`src/rtl/alu_seq_if.sv`:
```
// alu_seq_if: operand/result bundle for the sequential ALU.
// The master drives operands and the start request; the slave (alu_seq)
// returns the registered result, flags and the busy/done handshake.
interface alu_seq_if #(
    parameter int WIDTH = 8
);
    logic             start;
    logic [WIDTH-1:0] in_A;
    logic [WIDTH-1:0] in_B;
    logic [2:0]       sel_in;
    logic             carry_in;
    logic [WIDTH-1:0] out;
    logic             carry_out;
    logic             zero_out;
    logic             busy;
    logic             done;

    modport master (
        output start, in_A, in_B, sel_in, carry_in,
        input  out, carry_out, zero_out, busy, done
    );

    modport slave (
        input  start, in_A, in_B, sel_in, carry_in,
        output out, carry_out, zero_out, busy, done
    );
endinterface

```
`src/rtl/alu_seq.sv`:
```
// alu_seq: registered ALU with multi-cycle SHL/SHR (one bit per clock).
// Optional build macro ALU_CARRY_CHAIN_EN: ADD, SUB and zero-count shifts
// take their carry from the internal carry_out register instead of carry_in.
module alu_seq #(
    parameter int WIDTH = 8
) (
    input  logic       clk,
    input  logic       reset,
    alu_seq_if.slave   bus
);
    localparam int CW = $clog2(WIDTH + 1);

    typedef enum logic {
        S_IDLE  = 1'b0,
        S_SHIFT = 1'b1
    } state_t;

    state_t           r_state, w_state_nxt;
    logic [WIDTH-1:0] r_out, w_out_nxt;
    logic             r_carry, w_carry_nxt;
    logic             r_zero;
    logic             r_done, w_done_nxt;
    logic             r_dir, w_dir_nxt;
    logic [CW-1:0]    r_cnt, w_cnt_nxt;
    logic [CW-1:0]    r_n, w_n_nxt;
    logic [CW-1:0]    w_cnt_inc;
    logic [CW-1:0]    w_n;
    logic             w_load;
    logic             w_cin;
    logic [WIDTH:0]   w_add;
    logic [WIDTH:0]   w_sub;

`ifdef ALU_CARRY_CHAIN_EN
    assign w_cin = r_carry;
`else
    assign w_cin = bus.carry_in;
`endif

    // Shift count clamped to WIDTH; compared in WIDTH+1 bits so any WIDTH works.
    assign w_n = ({1'b0, bus.in_B} >= (WIDTH + 1)'(WIDTH)) ? CW'(WIDTH)
                                                           : bus.in_B[CW-1:0];

    assign w_add     = {1'b0, bus.in_A} + {1'b0, bus.in_B}  + {{WIDTH{1'b0}}, w_cin};
    assign w_sub     = {1'b0, bus.in_A} + {1'b0, ~bus.in_B} + {{WIDTH{1'b0}}, w_cin};
    assign w_cnt_inc = r_cnt + CW'(1);

    // Next-state, next-result and done decode.
    always_comb begin
        w_state_nxt = r_state;
        w_out_nxt   = r_out;
        w_carry_nxt = r_carry;
        w_done_nxt  = 1'b0;
        w_dir_nxt   = r_dir;
        w_cnt_nxt   = r_cnt;
        w_n_nxt     = r_n;
        w_load      = 1'b0;
        case (r_state)
            S_IDLE: begin
                if (bus.start) begin
                    w_load     = 1'b1;
                    w_done_nxt = 1'b1;
                    case (bus.sel_in)
                        3'b000, 3'b001: begin
                            w_dir_nxt = bus.sel_in[0];
                            w_n_nxt   = w_n;
                            w_cnt_nxt = CW'(1);
                            if (w_n == '0) begin
                                w_out_nxt   = bus.in_A;
                                w_carry_nxt = w_cin;
                            end else begin
                                if (bus.sel_in[0]) begin
                                    w_out_nxt   = bus.in_A >> 1;
                                    w_carry_nxt = bus.in_A[0];
                                end else begin
                                    w_out_nxt   = bus.in_A << 1;
                                    w_carry_nxt = bus.in_A[WIDTH-1];
                                end
                                // A one-bit shift completes on the start edge itself.
                                if (w_n != CW'(1)) begin
                                    w_done_nxt  = 1'b0;
                                    w_state_nxt = S_SHIFT;
                                end
                            end
                        end
                        3'b010: {w_carry_nxt, w_out_nxt} = w_add;
                        3'b011: {w_carry_nxt, w_out_nxt} = w_sub;
                        3'b100: begin
                            w_out_nxt   = bus.in_A ^ bus.in_B;
                            w_carry_nxt = 1'b0;
                        end
                        3'b101: begin
                            w_out_nxt   = bus.in_A | bus.in_B;
                            w_carry_nxt = 1'b0;
                        end
                        3'b110: begin
                            w_out_nxt   = bus.in_A & bus.in_B;
                            w_carry_nxt = 1'b0;
                        end
                        default: begin
                            w_out_nxt   = bus.in_A;
                            w_carry_nxt = 1'b0;
                        end
                    endcase
                end
            end
            S_SHIFT: begin
                w_load    = 1'b1;
                w_cnt_nxt = w_cnt_inc;
                if (r_dir) begin
                    w_out_nxt   = r_out >> 1;
                    w_carry_nxt = r_out[0];
                end else begin
                    w_out_nxt   = r_out << 1;
                    w_carry_nxt = r_out[WIDTH-1];
                end
                if (w_cnt_inc == r_n) begin
                    w_state_nxt = S_IDLE;
                    w_done_nxt  = 1'b1;
                end
            end
            default: w_state_nxt = S_IDLE;
        endcase
    end

    // State, result and flag registers with synchronous reset.
    always_ff @(posedge clk) begin
        if (reset) begin
            r_state <= S_IDLE;
            r_out   <= '0;
            r_carry <= 1'b0;
            r_zero  <= 1'b0;
            r_done  <= 1'b0;
            r_dir   <= 1'b0;
            r_cnt   <= '0;
            r_n     <= '0;
        end else begin
            r_state <= w_state_nxt;
            r_done  <= w_done_nxt;
            r_dir   <= w_dir_nxt;
            r_cnt   <= w_cnt_nxt;
            r_n     <= w_n_nxt;
            r_out   <= w_out_nxt;
            r_carry <= w_carry_nxt;
            if (w_load) begin
                r_zero <= (w_out_nxt == '0);
            end
        end
    end

    assign bus.out       = r_out;
    assign bus.carry_out = r_carry;
    assign bus.zero_out  = r_zero;
    assign bus.busy      = (r_state == S_SHIFT);
    assign bus.done      = r_done;
endmodule

```
`src/flat_wrapper.sv`:
```
// flat-port wrapper written by rule: the top's interface ports become plain ports
module alu_seq_flat 
#(
    parameter int WIDTH = 8
)
  (clk, reset, bus_start, bus_in_A, bus_in_B, bus_sel_in, bus_carry_in, bus_out, bus_carry_out, bus_zero_out, bus_busy, bus_done);
  alu_seq_if #(.WIDTH(WIDTH)) bus_i ();
  input  logic clk;
  input  logic reset;
  input wire logic [$bits(bus_i.start)-1:0] bus_start;
  input wire logic [$bits(bus_i.in_A)-1:0] bus_in_A;
  input wire logic [$bits(bus_i.in_B)-1:0] bus_in_B;
  input wire logic [$bits(bus_i.sel_in)-1:0] bus_sel_in;
  input wire logic [$bits(bus_i.carry_in)-1:0] bus_carry_in;
  output wire logic [$bits(bus_i.out)-1:0] bus_out;
  output wire logic [$bits(bus_i.carry_out)-1:0] bus_carry_out;
  output wire logic [$bits(bus_i.zero_out)-1:0] bus_zero_out;
  output wire logic [$bits(bus_i.busy)-1:0] bus_busy;
  output wire logic [$bits(bus_i.done)-1:0] bus_done;
  assign bus_i.start = bus_start;
  assign bus_i.in_A = bus_in_A;
  assign bus_i.in_B = bus_in_B;
  assign bus_i.sel_in = bus_sel_in;
  assign bus_i.carry_in = bus_carry_in;
  assign bus_out = bus_i.out;
  assign bus_carry_out = bus_i.carry_out;
  assign bus_zero_out = bus_i.zero_out;
  assign bus_busy = bus_i.busy;
  assign bus_done = bus_i.done;
  alu_seq #(.WIDTH(WIDTH)) u_core (.clk(clk), .reset(reset), .bus(bus_i));
endmodule
```
`config.mk`:
```
export PLATFORM = sky130hd
export DESIGN_NAME = alu_seq_flat
export DESIGN_NICKNAME = d
export VERILOG_FILES = /design/src/rtl/alu_seq_if.sv /design/src/rtl/alu_seq.sv /design/src/flat_wrapper.sv
export SDC_FILE = /design/constraint.sdc
export NUM_CORES = 1
export LEC_CHECK = 0
export BUFFER_PORTS_ARGS = -buffer_cell sky130_fd_sc_hd__buf_2
export CAP_MARGIN = 40
export CORE_MARGIN = 2
export CORE_UTILIZATION = 50
export DETAILED_ROUTE_END_ITERATION = 6
export PLACE_DENSITY = 0.69
export SLEW_MARGIN = 25
export SYNTH_ARGS = -nofsm -noshare
export SYNTH_HDL_FRONTEND = slang
export SYNTH_SLANG_ARGS = --single-unit
```
`constraint.sdc`:
```
create_clock -name clk -period 3.7 [get_ports clk]
set_input_delay 0 -clock clk [delete_from_list [all_inputs] [get_ports clk]]
set_output_delay 0 -clock clk [all_outputs]
set_load 0.02 [all_outputs]
```
==> impl_metrics.yaml <==
outcome:
  status: "finished clean"
routing:
  drt_iter0_drc: 229
  num_vias: 2861
  via_per_inst: 6.30
  drt-total-wl_um: 7890
  drc: 0
  ant_nets: 0
  wl_per_cell_um: 17.4
  drt_pass1_iterations: 5
pwr:
  pwr-share-clk: 0.211
  swShare: 0.394
  vdd_drop_max_v: 0.000200
  seq_power_share: 0.346
  p_total_w: 0.000727
  p_sw_w: 0.000286
  power_frac_comb: 0.443
  p_leak_nw: 1.27
  power.internal_w: 0.000440
  p_per_area_nw_per_um2: 242
setup_path:
  worstPathMaxFanout: 6
  r2r_end: "u_core.bus.zero_out"
  cp_data_arrival_time_ns: 2.49
  crit_top_cell: "fa_1"
  cp_slowest_cell: "a211oi_1"
  crit_path_end: "u_core.bus.carry_out"
  rr_startpoint: "u_core.bus.busy"
  slowest_delay_ns: 0.47
  critPathKind: "in -> reg"
  crit_path_start: "bus_in_B[0]"
  endpoint_kind: "register"
  reg2reg_depth: 6
  crit_chain: "buf_2 -> inv_1 -> fa_1 -> fa_1 -> nand2b_1 -> a211oi_1 -> o21a_1 -> o211ai_1 -> a21boi_1 -> o21ai_0 -> a31oi_1"
  required_ns: 3.89
  rrSetupSlack_ns: 1.61
  start_kind: "primary input"
floorplanning:
  fp.dieArea_sq_um: 6300
  core-area_sq_um: 5510
  die_h_um: 79.4
  pin_count: 35
  core.rowCount: 27
  die_w_um: 79.4
  start_util: 0.516
finish:
  drive_above_1_share: 0.160
  nFillCells: 543
  antenna_cells: 0
  final_nets: 437
  multi_input_area_sq_um: 2160
  final_util: 0.546
  regArea_sq_um: 420
  syn_to_final_growth_pct: 5.86
yosys:
  ys.flop_type: "dfxtp_1"
  syn-num-nets: 418
  postSynthCellCount: 364
  synth_cell_types: 67
  synth_commonest_cells: "33 x nor2_1, 29 x nand2_1, 27 x ha_1, 25 x a21oi_1, 25 x inv_1"
  yosysTopAreaCellShare: 0.148
  synth-edff-count: 0
  yosysWarnings: 0
  syn_area_per_cell_sq_um: 7.80
  yosysMostFrequentCell: "nor2_1"
  synthTopCellsByArea: "dfxtp_1 15%, ha_1 12%, mux2i_1 5.3%, a21oi_1 4.4%, nor2_1 4.4%"
  ys_ff_latch: 21
  syn_area_sq_um: 2840
  synth_seq_area_share: 0.148
  synth_top_area_cell: "dfxtp_1"
  ys_async_sr_fraction: 0
placed_design:
  gp_congestion: 0.969
  dpl.hpwl_um: 6010
  io_buffer_count: 34
timing:
  skew_ns: 0.00608
  slew_viol_final: 0
  fin_tns_setup_ns: 0
  final_hold_viol_count: 0
  period_needed_ns: 2.29
  max_freq_mhz: 436
  slew-limit-headroom: 0.520
  tightest_slew_ns: 0.718
  finalCritPeriodShare: 0.619
  finalSetupViolCount: 0
  hold_slack_ns: 0.0509
  rsz0062_at_grt: "no"
clocking:
  h-tree-depth: 1
  cts_setup_buffers: 0
  clk_pin_slew_ns: 0.08
  cts_resized: 0
  numCtsBuffers: 3
  holdBufCountCts: 0
  root_buffer: "clkbuf_8"
  cts_tree: "yes"
  clk-insertion-delay-late_ns: 0.27
  cts.sinks: 21
  clock_path_buffers: 2
grt:
  grt_max_degree: 28
  grt_usage: 0.261
  grt_pass1_vias: 2588
  grt_pass1_wl_um: 13000
  overflow: 0
  grt_antenna_before_repair: 0
job:
  cap_violations: 0
min_path:
  hold_class: "in -> reg"
layer usage:
layer / wire length, um / share of wire / GRT usage / vias up
met5: 0 / 0 / 0 / -
met4: 104 / 0.013 / 0.0621 / 0
met3: 610 / 0.077 / 0.0407 / 13
met2: 3660 / 0.46 / 0.431 / 131
met1: 3520 / 0.45 / 0.358 / 1351
li1: - / - / - / 1366
registers in the layout, indices dropped and copies added (netlist names):
name / flops
u_core.bus.out: 8
u_core.r_cnt: 4
u_core.r_n: 4
u_core.bus.busy: 1
u_core.bus.carry_out: 1
u_core.bus.done: 1
u_core.bus.zero_out: 1
u_core.r_dir: 1
worst min-delay path by stage:
stage | startpoint | slack, ns | endpoint | cells past startpoint
after floorplan | reset | 0.08 | u_core.bus.out[0] | 1
after global placement | bus_in_B[1] | 0.32 | u_core.r_n[1] | 3
after detailed placement | bus_in_B[0] | 0.33 | u_core.r_n[0] | 3
after CTS | bus_in_B[0] | 0.04 | u_core.r_n[0] | 3
after global routing | bus_in_B[0] | 0.06 | u_core.r_n[0] | 3
final | bus_in_B[0] | 0.05 | u_core.r_n[0] | 3
critical path: cells and delay by family:
kind,cells,cell delay [ns]
simple gates,1,0.18
fa+ha+maj,2,0.86
compound gates,6,1.19
buf+inv,2,0.25
cell families after synthesis:
group | share of synthesized area
AO/OA/AOI/OAI | 0.255
flip-flops | 0.148
multiplexers | 0.0885
buffers and inverters | 0.0899
adder cells (fa/ha/maj) | 0.147
AND/OR/NAND/NOR | 0.250
XOR/XNOR | 0.0216
power groups by stage:
stage               clock network, W  logic [W]  registers [W]
detailed placement                 0   0.000312       0.000259
floorplan                          0   0.000225       0.000265
finish                      0.000153   0.000322       0.000251
CTS                         0.000160   0.000313       0.000254
global placement                   0   0.000309       0.000259
global route                0.000165   0.000354       0.000253
cells in the final DEF, fill, tap and decap left out, types with 3 or more instances in the layout:
cell	count
a211o_1	3
a211oi_1	8
a21oi_1	25
a31oi_1	5
buf_2	34
clkbuf_8	3
dfxtp_1	21
fa_1	4
ha_1	27
inv_1	25
mux2_2	9
mux2i_1	15
nand2_1	29
nand2b_1	7
nand3_1	11
nand3b_1	4
nor2_1	33
nor2b_1	7
nor3_1	14
nor3b_1	11
nor4_1	4
o211ai_1	6
o21ai_0	14
o21ai_1	5
o311ai_1	3
xnor2_1	4
xor2_1	3
per-stage QoR:
step | cell area, sq um | setup WS (ns) | instances
6_report | 3010 | 1.41 | 454
5_1_grt | 3010 | 1.25 | 454
4_1_cts | 2990 | 1.35 | 453
3_5_place_dp | 2950 | 1.20 | 449
3_3_place_gp | 2950 | 1.23 | 449
2_1_floorplan | 2840 | 1.60 | 364
area by class of cell:
type | count | share of cell area
Sequential cell | 21 | 0.140
Tap cell | 72 | 0.0300
Clock buffer | 4 | 0.0150
Multi-Input combinational cell | 295 | 0.720
Timing Repair Buffer | 35 | 0.0616
Inverter | 27 | 0.0337
Note: power is estimated with default switching activity, not from simulation.
